## config.mk

```make
export PLATFORM = sky130hd
export DESIGN_NAME = uart_tx_fifo
export DESIGN_NICKNAME = d
export VERILOG_FILES = /design/src/rtl/uart_tx_fifo.sv
export SDC_FILE = /design/constraint.sdc
export NUM_CORES = 1
export LEC_CHECK = 0
export BUFFER_PORTS_ARGS = -buffer_cell sky130_fd_sc_hd__buf_2
export CAP_MARGIN = 30
export CORE_ASPECT_RATIO = 1.2
export CORE_MARGIN = 2
export CORE_UTILIZATION = 45
export DETAILED_ROUTE_END_ITERATION = 8
export PLACE_DENSITY_LB_ADDON = 0.1
export SLEW_MARGIN = 20
export SYNTH_ARGS = -nofsm -noshare
export SYNTH_HDL_FRONTEND = slang
export SYNTH_SLANG_ARGS = --single-unit
```

## constraint.sdc

```tcl
create_clock -name clk -period 3.1 [get_ports clk]
set_input_delay 0.155 -clock clk [delete_from_list [all_inputs] [get_ports clk]]
set_output_delay 0.155 -clock clk [all_outputs]
set_load 0.01 [all_outputs]
```

## src/rtl/uart_tx_fifo.sv

```systemverilog
// UART transmitter fed by a small byte FIFO; 8 data bits, LSB first, one stop bit.
// Define UART_TX_PARITY_EN to insert an even-parity bit between data and stop.
module uart_tx_fifo #(
  parameter int CLKS_PER_BIT = 106,
  parameter int FIFO_DEPTH   = 4
) (
  input  logic                          clk,
  input  logic                          reset,
  input  logic                          in_valid,
  input  logic [7:0]                    in_data,
  output logic                          in_ready,
  output logic                          ser_tx,
  output logic                          busy,
  output logic [$clog2(FIFO_DEPTH):0]   fifo_level
);

  localparam int AW    = $clog2(FIFO_DEPTH);
  localparam int LVL_W = AW + 1;
  localparam logic [15:0]      CNT_LAST = 16'(CLKS_PER_BIT - 1);
  localparam logic [LVL_W-1:0] LVL_FULL = LVL_W'(FIFO_DEPTH);

  localparam logic [2:0] ST_IDLE   = 3'd0;
  localparam logic [2:0] ST_START  = 3'd1;
  localparam logic [2:0] ST_DATA   = 3'd2;
`ifdef UART_TX_PARITY_EN
  localparam logic [2:0] ST_PARITY = 3'd3;
`endif
  localparam logic [2:0] ST_STOP   = 3'd4;

  if (CLKS_PER_BIT < 2 || CLKS_PER_BIT > 65535) begin : g_bad_clks_per_bit
    $error("CLKS_PER_BIT must be in 2..65535");
  end
  if (FIFO_DEPTH < 2 || FIFO_DEPTH > 16 || (FIFO_DEPTH & (FIFO_DEPTH - 1)) != 0) begin : g_bad_depth
    $error("FIFO_DEPTH must be a power of two in 2..16");
  end

  logic [2:0]       state_q, state_d;
  logic [15:0]      cnt_q, cnt_d;
  logic [2:0]       idx_q, idx_d;
  logic [7:0]       data_q, data_d;
  logic             ser_tx_q, ser_tx_d;
  logic             rdy_en_q, rdy_en_d;
  logic [AW-1:0]    wr_ptr_q, wr_ptr_d;
  logic [AW-1:0]    rd_ptr_q, rd_ptr_d;
  logic [LVL_W-1:0] level_q, level_d;
  logic [7:0]       fifo_mem [FIFO_DEPTH];

  logic push, pop, fifo_empty, fifo_full, bit_done;

  // in_ready is held low during reset and the first edge after it
  assign fifo_empty = (level_q == '0);
  assign fifo_full  = (level_q == LVL_FULL);
  assign in_ready   = rdy_en_q & ~fifo_full;
  assign push       = in_valid & in_ready;
  assign bit_done   = (cnt_q == CNT_LAST);

  assign ser_tx     = ser_tx_q;
  assign busy       = (state_q != ST_IDLE) | ~fifo_empty;
  assign fifo_level = level_q;

  always_comb begin
    state_d = state_q;
    cnt_d   = cnt_q + 16'd1;
    idx_d   = idx_q;
    data_d  = data_q;
    pop     = 1'b0;
    case (state_q)
      ST_IDLE: begin
        cnt_d = '0;
        if (!fifo_empty) begin
          pop     = 1'b1;
          data_d  = fifo_mem[rd_ptr_q];
          state_d = ST_START;
        end
      end
      ST_START: begin
        if (bit_done) begin
          cnt_d   = '0;
          idx_d   = '0;
          state_d = ST_DATA;
        end
      end
      ST_DATA: begin
        if (bit_done) begin
          cnt_d = '0;
          if (idx_q == 3'd7) begin
`ifdef UART_TX_PARITY_EN
            state_d = ST_PARITY;
`else
            state_d = ST_STOP;
`endif
          end else begin
            idx_d = idx_q + 3'd1;
          end
        end
      end
`ifdef UART_TX_PARITY_EN
      ST_PARITY: begin
        if (bit_done) begin
          cnt_d   = '0;
          state_d = ST_STOP;
        end
      end
`endif
      ST_STOP: begin
        if (bit_done) begin
          cnt_d = '0;
          // Chain straight into the next start bit when more bytes wait
          if (!fifo_empty) begin
            pop     = 1'b1;
            data_d  = fifo_mem[rd_ptr_q];
            state_d = ST_START;
          end else begin
            state_d = ST_IDLE;
          end
        end
      end
      default: begin
        cnt_d   = '0;
        state_d = ST_IDLE;
      end
    endcase
  end

  // Line level is derived from the next state so ser_tx stays a pure flop
  always_comb begin
    ser_tx_d = 1'b1;
    case (state_d)
      ST_START:  ser_tx_d = 1'b0;
      ST_DATA:   ser_tx_d = data_d[idx_d];
`ifdef UART_TX_PARITY_EN
      ST_PARITY: ser_tx_d = ^data_d;
`endif
      default:   ser_tx_d = 1'b1;
    endcase
  end

  always_comb begin
    rdy_en_d = 1'b1;
    wr_ptr_d = push ? wr_ptr_q + AW'(1) : wr_ptr_q;
    rd_ptr_d = pop  ? rd_ptr_q + AW'(1) : rd_ptr_q;
    case ({push, pop})
      2'b10:   level_d = level_q + LVL_W'(1);
      2'b01:   level_d = level_q - LVL_W'(1);
      default: level_d = level_q;
    endcase
  end

  always_ff @(posedge clk or posedge reset) begin
    if (reset) begin
      state_q  <= ST_IDLE;
      cnt_q    <= '0;
      idx_q    <= '0;
      ser_tx_q <= 1'b1;
      rdy_en_q <= 1'b0;
      wr_ptr_q <= '0;
      rd_ptr_q <= '0;
      level_q  <= '0;
    end else begin
      state_q  <= state_d;
      cnt_q    <= cnt_d;
      idx_q    <= idx_d;
      ser_tx_q <= ser_tx_d;
      rdy_en_q <= rdy_en_d;
      wr_ptr_q <= wr_ptr_d;
      rd_ptr_q <= rd_ptr_d;
      level_q  <= level_d;
    end
  end

  always_ff @(posedge clk) begin
    data_q <= data_d;
    if (push) begin
      fifo_mem[wr_ptr_q] <= in_data;
    end
  end

endmodule
```

==> results of run 1 <==
[logic make-up (layout without fill, tap and decap cells)]
logic type,after synthesis,in the layout,share of synthesized area [%]
mux,20,20,9.82
buf+inv,25,55,3.19
other cells,1,1,0.118
fa+ha+maj,9,9,3.79
flops,71,71,59.8
compound gates,18,18,5.52
simple gates,74,74,11.9
xor+xnor,21,21,5.80
[repair_timing]
action                     in CTS  in global routing
hold endpoints to repair       30                  0
hold buffers                    1                  0
resized for setup               0                  1
setup endpoints to repair       0                  1
[layout by cell type (no fill, tap or decap), types with 2 or more instances in the layout]
| cell type | Yosys | routed |
|---|---|---|
| sky130_fd_sc_hd__edfxtp_1 | 32 | 32 |
| sky130_fd_sc_hd__dfxtp_1 | 8 | 8 |
| sky130_fd_sc_hd__or4_4 | 2 | 2 |
| sky130_fd_sc_hd__nand2b_1 | 2 | 2 |
| sky130_fd_sc_hd__a31oi_1 | 3 | 3 |
| sky130_fd_sc_hd__clkbuf_8 | 0 | 9 |
| sky130_fd_sc_hd__ha_1 | 8 | 8 |
| sky130_fd_sc_hd__mux2_2 | 9 | 9 |
| sky130_fd_sc_hd__nand2_1 | 12 | 12 |
| sky130_fd_sc_hd__dfrtp_1 | 30 | 30 |
| sky130_fd_sc_hd__and3_1 | 7 | 7 |
| sky130_fd_sc_hd__nor2_1 | 26 | 26 |
| sky130_fd_sc_hd__xor2_1 | 11 | 11 |
| sky130_fd_sc_hd__inv_1 | 18 | 18 |
| sky130_fd_sc_hd__nor3_1 | 2 | 2 |
| sky130_fd_sc_hd__or3_1 | 3 | 3 |
| sky130_fd_sc_hd__and2_1 | 2 | 2 |
| sky130_fd_sc_hd__inv_6 | 0 | 3 |
| sky130_fd_sc_hd__buf_2 | 0 | 16 |
| sky130_fd_sc_hd__o21ai_0 | 3 | 3 |
| sky130_fd_sc_hd__mux2i_1 | 3 | 3 |
| sky130_fd_sc_hd__nor2b_1 | 2 | 2 |
| sky130_fd_sc_hd__clkinvlp_4 | 0 | 3 |
| sky130_fd_sc_hd__nand3_1 | 9 | 9 |
| sky130_fd_sc_hd__xnor2_1 | 10 | 10 |
| sky130_fd_sc_hd__mux4_2 | 8 | 8 |
| sky130_fd_sc_hd__buf_4 | 0 | 3 |
[sequential cells by signal (all words and copies together), names as in the netlist]
| register | flops |
|---|---|
| wr_ptr_q | 2 |
| cnt_q | 16 |
| idx_q | 3 |
| fifo_level | 3 |
| ser_tx | 1 |
| rd_ptr_q | 2 |
| fifo_mem | 32 |
| data_q | 8 |
| state_q | 3 |
| rdy_en_q | 1 |
[layout make-up]
cell class                 count  area (sq um)  area share [%]
clock buffer                   9           124            3.48
clock inverter                 7          60.1            1.69
inverter                      19          71.3            2.01
multi-input combinational    143          1180            33.2
sequential                    71          1900            53.4
tap                           87           109            3.06
timing repair buffer          20           113            3.17
[cells in the mapped netlist (2+ instances only)]
cell                       instances
sky130_fd_sc_hd__xor2_1           11
sky130_fd_sc_hd__or4_4             2
sky130_fd_sc_hd__edfxtp_1         32
sky130_fd_sc_hd__nand2_1          12
sky130_fd_sc_hd__mux2i_1           3
sky130_fd_sc_hd__o21ai_0           3
sky130_fd_sc_hd__ha_1              8
sky130_fd_sc_hd__or3_1             3
sky130_fd_sc_hd__mux2_2            9
sky130_fd_sc_hd__xnor2_1          10
sky130_fd_sc_hd__and3_1            7
sky130_fd_sc_hd__a31oi_1           3
sky130_fd_sc_hd__dfxtp_1           8
sky130_fd_sc_hd__inv_1            18
sky130_fd_sc_hd__clkbuf_1          4
sky130_fd_sc_hd__nand2b_1          2
sky130_fd_sc_hd__dfrtp_1          30
sky130_fd_sc_hd__nand3_1           9
sky130_fd_sc_hd__nor2_1           26
sky130_fd_sc_hd__nor3_1            2
sky130_fd_sc_hd__nor2b_1           2
sky130_fd_sc_hd__mux4_2            8
sky130_fd_sc_hd__and2_1            2
[power by group through the flow]
stage | Sequential [mW] | Clock (mW) | Combinational, mW
6_report | 1.10 | 0.680 | 0.209
5_1_grt | 1.11 | 0.741 | 0.243
4_1_cts | 1.11 | 0.702 | 0.217
3_5_place_dp | 1.13 | 0 | 0.215
3_3_place_gp | 1.12 | 0 | 0.212
2_1_floorplan | 1.12 | 0 | 0.135
[metrics by stage]
| step | worst slack, ns | hold slack [ns] |
|---|---|---|
| 2_1_floorplan | 0.190 | 0.254 |
| 3_3_place_gp | 0.221 | 0.257 |
| 3_5_place_dp | 0.185 | 0.263 |
| 4_1_cts | 0.176 | 0.00402 |
| 5_1_grt | 0.0628 | 0.00819 |
| 6_report | 0.241 | 0.0245 |
[worst paths after layout]
path	cells after the start	slack, ns	endpoint	from
max in group asynchronous	4	2.34	ser_tx$_DFF_PP1_	reset
worst max register to register	9	0.24	ser_tx$_DFF_PP1_	cnt_q[1]$_DFF_PP0_
worst max-delay path	9	0.24	ser_tx$_DFF_PP1_	cnt_q[1]$_DFF_PP0_
min in group asynchronous	4	0.44	fifo_level[2]$_DFFE_PP0P_	reset
worst min register to register	1	0.48	data_q[3]$_DFF_P_	data_q[3]$_DFF_P_
worst min-delay path	1	0.02	fifo_mem[1][4]$_DFFE_PP_	in_data[4]
[metal layers]
metal	track usage [%]	part of all wire (%)	wire (um)	vias to the layer above
li1	-	-	-	889
met2	24.2	49	2470	24
met1	19.8	47	2410	876
met3	3.28	2.5	128	8
met5	0	0	0	-
met4	8.47	1.5	78	0
==> flow_summary.ini, run 1 <==
[outcome]
outcome = completed

[drt]
drt_iter0_markers = 70
route.final.wire_length_um = 5090
via_count = 1797
ant_nets = 0
route.detailed.wl_per_inst_um = 14.3
detail_route.drc_violations = 0
viasPerCell = 5.05
dr.pass1.iters = 4

[layout]
drive_gt1_share_pct = 24.2
finalInstanceArea_sq_um = 3560
final_nets = 284
antenna-diode-count = 0
final_core_util_pct = 52.2
instances_no_fill = 356
fillerInstances = 619
layout-area-overhead-vs-synth_pct = 12.1

[grt]
grt_pass1_vias = 1793
grt_start_max_net_pins = 32
track_usage_pct = 15.4
grt_antenna_before_repair = 0
grt_remaining_overflow = 0
grt_pass1_wl_um = 8760

[worst_setup_path]
critical-path-top-delay-family = simple AND/OR/NAND/NOR gates
crit_path_start_kind = flip-flop
max_stage_delay_ns = 0.60
critical_path.n_buffers_inverters = 2
critical_path_endpoint_category = flip-flop
path_cells = inv_1 -> ha_1 -> or4b_4 -> or4_4 -> a211o_1 -> a22oi_2 -> inv_2 -> or3b_1 -> a31oi_1
critPathKind = flip-flop to flip-flop
worstPathArrival_ns = 3.13
worst_path_max_delay_cell = sky130_fd_sc_hd__or4_4
worstPathMaxFanout = 10
worst-endpoint-required_ns = 3.37

[clocking]
cts_inserted_buffers = 9
cts.repair_timing.setup_buffer_count = 0
cts.sink_count = 71
cts.reportedPaths.clkPinSlew_ns = 0.08
clock_insertion_delay_worst_skew_ns = 0.34
htree_num_levels = 3
ctsRootBufferMaster = sky130_fd_sc_hd__clkbuf_8
cts.path.max_buffers = 2
cts_tree = yes

[die]
dieArea_sq_um = 7740
top_level_i_o_count = 17
die_height_um = 96.0
dieWidth_um = 80.7
initial_utilization_pct = 46.6
floorplan.core_area_sq_um = 6810
fp_rows = 33

[sta]
remaining_max_slew_budget_at_the_tightest_pin_pct = 62.1
final-setup-viol-count = 0
setup-tns-final_ns = 0
timing_hold_violations_final = 0
fin_crit_sh_pct = 92.2
tightest_slew_ns = 0.566
slew_violations = 0
post-route-min-period_ns = 2.86
rsz0062_at_grt = no
clock-skew-final_ns = 0.00884
maxClockFrequency_mhz = 350

[logic_synthesis]
async_flop_share_pct = 43.7
top_ff_cell_synth = sky130_fd_sc_hd__edfxtp_1
total_standard_cell_area_after_synthesis_sq_um = 3170
ys_warn_count = 0
synth.area.top_cells = sky130_fd_sc_hd__edfxtp_1, sky130_fd_sc_hd__dfrtp_1, sky130_fd_sc_hd__mux4_2
synth.top_cell.area_share_pct = 30.3
synth.largest_area_cell = sky130_fd_sc_hd__edfxtp_1
postSynthNetCount = 259
synth.ff_latch_count = 71
synth_enable_flop_cells = 32
synth_sequential_area_ratio_pct = 59.8
post_synth_num_cell_types = 48
syn_area_per_cell_sq_um = 13.3
synthCells = 239

[pwr]
power.sequential.fraction_pct = 55.4
total_switching_power_mw = 0.539
power_frac_clock_pct = 34.1
p_int_mw = 1.45
power.combinational.fraction_pct = 10.5
pwr_density_cell_nw_per_um2 = 560
vdd_ir_drop_max_mv = 0.341
finalPower_mw = 1.99
net_switching_fraction_of_the_power_pct = 27.1
power.static_leakage_nw = 1.42

[hold_path]
hp-class = input pin to flip-flop

[place]
gpl.final_weighted_congestion = 0.773
place_area_sq_um = 3350
place.detailed.instances = 339
detailed_place_hpwl_um = 3500
port-buffer-count = 16

[job]
maxCapViolCount = 0
No activity file was read; power rests on OpenSTA's default activity.
==> run 2: changes to the inputs <==
Settings changed: CORE_MARGIN 2 to default, HOLD_SLACK_MARGIN from default to 0.03, SKIP_LAST_GASP from default to 1.
==> run 2 against run 1 <==
Combinational power rose by 4%. Sequential power barely moved. Worst hold slack improved by 0.20 ns. Flip-flop and latch count did not move. Clock-buffer cell count did not move. Critical endpoint unchanged.
==> flow_summary.ini, run 2 (synthesis results as in run 1) <==
[outcome]
outcome = completed

[layout]
layout.cells.most_common_list = sky130_fd_sc_hd__edfxtp_1, sky130_fd_sc_hd__dfrtp_1, sky130_fd_sc_hd__nor2_1
largest_register_ffs = 32
final_common_cell = sky130_fd_sc_hd__edfxtp_1
layout-area-overhead-vs-synth_pct = 14.4
antenna-diode-count = 0
final_core_util_pct = 53.3
final_nets = 292
regMostFlops = fifo_mem
largest_registers = fifo_mem: 32 flops, cnt_q: 16 flops, data_q: 8 flops
drive_gt1_share_pct = 23.5

[grt]
gr-usage-met2_pct = 24.5
grt_antenna_before_repair = 0
track_usage_pct = 15.7
grt_util_met3_pct = 4.37
grt_pass1_wl_um = 8600
grt_start_max_net_pins = 32
groute.layer.met1.usage_pct = 19.7
grt_remaining_overflow = 0
gr-max-usage-layer = met2
grt_pass1_vias = 1823

[sta]
final-setup-viol-count = 0
clock-skew-final_ns = 0.00642
tightest_slew_ns = 0.592
setup-tns-final_ns = 0
slew_violations = 0
fin_crit_sh_pct = 94.2
post-route-min-period_ns = 2.92
maxClockFrequency_mhz = 342
timing_hold_violations_final = 0
rsz0062_at_grt = no
remaining_max_slew_budget_at_the_tightest_pin_pct = 60.6

[worst_setup_path]
critical_path_endpoint_category = flip-flop
crit_path_start_kind = flip-flop
worstPathArrival_ns = 3.20
critPathKind = flip-flop to flip-flop
rr_startpoint = cnt_q[1]$_DFF_PP0_
setup.worst_path.start = cnt_q[1]$_DFF_PP0_
worst-endpoint-required_ns = 3.38
worstPathMaxFanout = 10

[drt]
detail_route.drc_violations = 0
drt_iter0_markers = 74
ant_nets = 0
via_count = 1824
viasPerCell = 5.01
route.detailed.wl_per_inst_um = 13.9
route.final.wire_length_um = 5070
dr.pass1.iters = 4

[pwr]
power.static_leakage_nw = 1.46
pwr_density_cell_nw_per_um2 = 555
vdd_ir_drop_max_mv = 0.406

[die]
initial_utilization_pct = 46.6
dieArea_sq_um = 7390
fp_rows = 33
floorplan.core_area_sq_um = 6810
dieWidth_um = 78.7
die_height_um = 94.0
top_level_i_o_count = 17

[hold_path]
worstHoldStart = in_valid
hp-class = input pin to flip-flop

[clocking]
htree_num_levels = 3
cts_tree = yes
cts.repair_timing.setup_buffer_count = 0
post_cts_resize_count = 0
ctsRootBufferMaster = sky130_fd_sc_hd__clkbuf_8
clock_insertion_delay_worst_skew_ns = 0.34
cts.sink_count = 71
cts.reportedPaths.clkPinSlew_ns = 0.08
cts_inserted_buffers = 9
cts.path.max_buffers = 2

[place]
port-buffer-count = 16
detailed_place_hpwl_um = 3410
gpl.final_weighted_congestion = 0.736

[job]
maxCapViolCount = 0
-- run 2: changes by cell type in the layout (fill, tap and decap cells not counted) --
cell,delta
sky130_fd_sc_hd__clkinvlp_4,-2
sky130_fd_sc_hd__o22ai_2,+1
sky130_fd_sc_hd__clkinv_4,+2
sky130_fd_sc_hd__dlygate4sd3_1,+8
sky130_fd_sc_hd__o22ai_4,-1
-- run 2: worst paths after layout --
kind	to	depth (start not counted)	slack [ns]
max	ser_tx$_DFF_PP1_	9	0.18
min	wr_ptr_q[0]$_DFFE_PP0P_	3	0.22
max reg2reg	ser_tx$_DFF_PP1_	9	0.18
min reg2reg	data_q[3]$_DFF_P_	1	0.48
max in group asynchronous	ser_tx$_DFF_PP1_	4	2.34
min in group asynchronous	rdy_en_q$_DFF_PP0_	4	0.44
-- run 2: metrics by stage --
step                hold WS (ns)  cells  instance area [sq um]  worst slack [ns]  total power [mW]
global placement           0.257    339                   3350             0.224              1.34
detailed placement         0.264    339                   3350             0.177              1.34
floorplan                  0.254    239                   3170             0.190              1.26
finish                     0.221    364                   3630             0.180              2.02
global route               0.245    364                   3630           0.00319              2.11
CTS                        0.203    364                   3630             0.155              2.05
-- run 2: timing repair --
item / in CTS / in global routing
hold buffers: 9 / 0
endpoints found under the hold margin: 62 / 0
setup endpoints to repair: 0 / 0
-- run 2: cell type report --
cell class | instances | area, sq um
fill | 582 | 3180
sequential | 71 | 1900
multi-input combinational | 143 | 1170
timing repair buffer | 28 | 193
clock buffer | 9 | 124
tap | 87 | 109
inverter | 19 | 71.3
clock inverter | 7 | 62.6
-- run 2: metal layers --
metal,up-vias,part of all wire [%]
li1,912,-
met1,879,47
met2,21,47
met3,12,2.9
met4,0,2.7
met5,-,0
-- run 2: worst max-delay path, cell delays in order, from the launching register on --
cell and delay [ns]:
sky130_fd_sc_hd__dfrtp_1 0.41, sky130_fd_sc_hd__inv_1 0.07, sky130_fd_sc_hd__ha_1 0.12, sky130_fd_sc_hd__or4b_4 0.46, sky130_fd_sc_hd__or4_4 0.58, sky130_fd_sc_hd__a2111oi_4 0.35, sky130_fd_sc_hd__o22ai_2 0.19, sky130_fd_sc_hd__mux2i_1 0.15
sky130_fd_sc_hd__or3b_1 0.36, sky130_fd_sc_hd__a31oi_1 0.17
-- run 2: report_power, final --
part | internal [mW] | switching (mW)
combinational | 0.0928 | 0.126
clock | 0.307 | 0.387
sequential | 1.06 | 0.0399
==> run 3: changes to the inputs <==
--- a/config.mk
+++ b/config.mk
@@ -13,2 +13,3 @@
 export HOLD_SLACK_MARGIN = 0.03
+export MAX_ROUTING_LAYER = met4
 export PLACE_DENSITY_LB_ADDON = 0.1
==> constraint.sdc (replaced) <==
create_clock -name clk -period 3.1 [get_ports clk]
set_input_delay 0.465 -clock clk [delete_from_list [all_inputs] [get_ports clk]]
set_output_delay 0.465 -clock clk [all_outputs]
set_load 0.01 [all_outputs]
==> run 3 against run 2 <==
Wire length is 1.6% lower. Die area stayed put. Sequential power hardly changed. Clock-buffer cell count stayed put. Critical path type unchanged.
==> flow_summary.ini, run 3 (synthesis results as in run 1) <==
[outcome]
outcome = completed

[job]
maxCapViolCount = 0

[clocking]
clock_insertion_delay_worst_skew_ns = 0.34
post_cts_resize_count = 0
htree_num_levels = 3
cts_tree = yes
cts.path.max_buffers = 2
cts.sink_count = 71
cts.repair_timing.setup_buffer_count = 0
cts_inserted_buffers = 9
ctsRootBufferMaster = sky130_fd_sc_hd__clkbuf_8
cts.reportedPaths.clkPinSlew_ns = 0.08
postCtsHoldBufs = 0

[worst_setup_path]
critical_path_endpoint_category = flip-flop
worst-endpoint-required_ns = 3.37
max_stage_delay_ns = 0.58
worstPathMaxFanout = 10
path_cells = inv_1 -> ha_1 -> or4b_4 -> or4_4 -> a2111oi_4 -> o22ai_2 -> mux2i_1 -> or3b_1 -> a31oi_1
worst_path_max_delay_cell = sky130_fd_sc_hd__or4_4
reg2reg_depth = 9
critPathKind = flip-flop to flip-flop
worstPathArrival_ns = 3.19
crit_path_start_kind = flip-flop

[grt]
grt_antenna_before_repair = 0
grt_start_max_net_pins = 32
grt_pass1_wl_um = 8430
grt_pass1_vias = 1776
track_usage_pct = 16.0
grt_remaining_overflow = 0

[hold_path]
hp-class = input pin to asynchronous set/reset pin

[place]
detailed_place_hpwl_um = 3410
place.detailed.instances = 339
gpl.final_weighted_congestion = 0.745
port-buffer-count = 16

[sta]
setup-tns-final_ns = 0
tightest_slew_ns = 0.584
post-route-min-period_ns = 2.92
timing_hold_violations_final = 0
remaining_max_slew_budget_at_the_tightest_pin_pct = 61.0
final-setup-viol-count = 0
clock-skew-final_ns = 0.00558
slew_violations = 0
maxClockFrequency_mhz = 342
fin_crit_sh_pct = 94.3
rsz0062_at_grt = no

[drt]
drt_iter0_markers = 79
ant_nets = 0
route.final.wire_length_um = 4990
viasPerCell = 5.08
met3_length_um = 149
max_layer_used = met4
detail_route.wirelength.met1_um = 2360
route.detailed.wl_per_inst_um = 14.0
detail_route.drc_violations = 0
via_count = 1802
dr.pass1.iters = 4
dr_wl_met2_um = 2370

[die]
die_height_um = 94.0
floorplan.core_area_sq_um = 6810
dieArea_sq_um = 7390
initial_utilization_pct = 46.6
fp_rows = 33
dieWidth_um = 78.7
top_level_i_o_count = 17

[pwr]
p_int_mw = 1.46
vdd_ir_drop_max_mv = 0.406
power.static_leakage_nw = 1.42
total_switching_power_mw = 0.547
power.sequential.fraction_pct = 55.1
power_frac_clock_pct = 34.5
power.combinational.fraction_pct = 10.4
pwr_density_cell_nw_per_um2 = 566
net_switching_fraction_of_the_power_pct = 27.3

[layout]
regMostFlops = fifo_mem
drive_gt1_share_pct = 24.3
instances_no_fill = 355
final_nets = 283
largest_register_ffs = 32
layout-area-overhead-vs-synth_pct = 11.6
largest_registers = fifo_mem: 32 flops, cnt_q: 16 flops, data_q: 8 flops
antenna-diode-count = 0
final_common_cell = sky130_fd_sc_hd__edfxtp_1
layout.cells.most_common_list = sky130_fd_sc_hd__edfxtp_1, sky130_fd_sc_hd__dfrtp_1, sky130_fd_sc_hd__nor2_1
==> run 3: path summary, 6_finish.rpt <==
kind / startpoint / end / slack, ns
setup / recovery: cnt_q[1]$_DFF_PP0_ / ser_tx$_DFF_PP1_ / 0.18
hold / removal: reset / rdy_en_q$_DFF_PP0_ / 0.19
setup reg to reg: cnt_q[1]$_DFF_PP0_ / ser_tx$_DFF_PP1_ / 0.18
hold reg to reg: data_q[5]$_DFF_P_ / data_q[5]$_DFF_P_ / 0.48
max in group asynchronous: reset / ser_tx$_DFF_PP1_ / 2.59
min in group clk: in_data[3] / fifo_mem[0][3]$_DFFE_PP_ / 0.33
==> run 3: critical path: cells and delay by family, from the launching register on <==
family,cells,cell delay [ns]
AND/OR/NAND/NOR,3,1.40
buffers and inverters,1,0.07
AO/OA/AOI/OAI,3,0.71
multiplexers,1,0.15
flip-flops,1,0.41
adder cells (fa/ha/maj),1,0.12
==> run 3: per-stage QoR <==
step / hold WS, ns / utilization, % / power [mW] / cell area, sq um / setup WS, ns
floorplan: 0.443 / - / 1.26 / 3170 / 0.190
global placement: 0.457 / 49.2 / 1.34 / 3350 / 0.224
detailed placement: 0.463 / 49.2 / 1.34 / 3350 / 0.177
CTS: 0.193 / 52.0 / 2.04 / 3540 / 0.155
global route: 0.231 / 52.0 / 2.10 / 3540 / 0.00320
finish: 0.192 / 52.0 / 2.00 / 3540 / 0.178
==> run 3: layout make-up <==
type | instances | area, sq um
Inverter | 19 | 71.3
Multi-Input combinational cell | 143 | 1170
Fill cell | 589 | 3270
Timing Repair Buffer | 19 | 103
Clock inverter | 7 | 62.6
Sequential cell | 71 | 1900
Tap cell | 87 | 109
Clock buffer | 9 | 124
==> run 3: per-layer routing <==
| layer | global-route usage (%) | vias to the layer above |
|---|---|---|
| met4 | 8.18 | 0 |
| met1 | 19.6 | 877 |
| met3 | 4.95 | 7 |
| met5 | - | - |
| met2 | 23.8 | 25 |
| li1 | - | 893 |
==> run 3: power groups by stage <==
stage | registers (mW) | logic (mW) | clock network, mW
2_1_floorplan | 1.12 | 0.135 | 0
6_report | 1.10 | 0.209 | 0.690
4_1_cts | 1.11 | 0.216 | 0.718
3_3_place_gp | 1.12 | 0.212 | 0
3_5_place_dp | 1.13 | 0.213 | 0
5_1_grt | 1.11 | 0.241 | 0.749
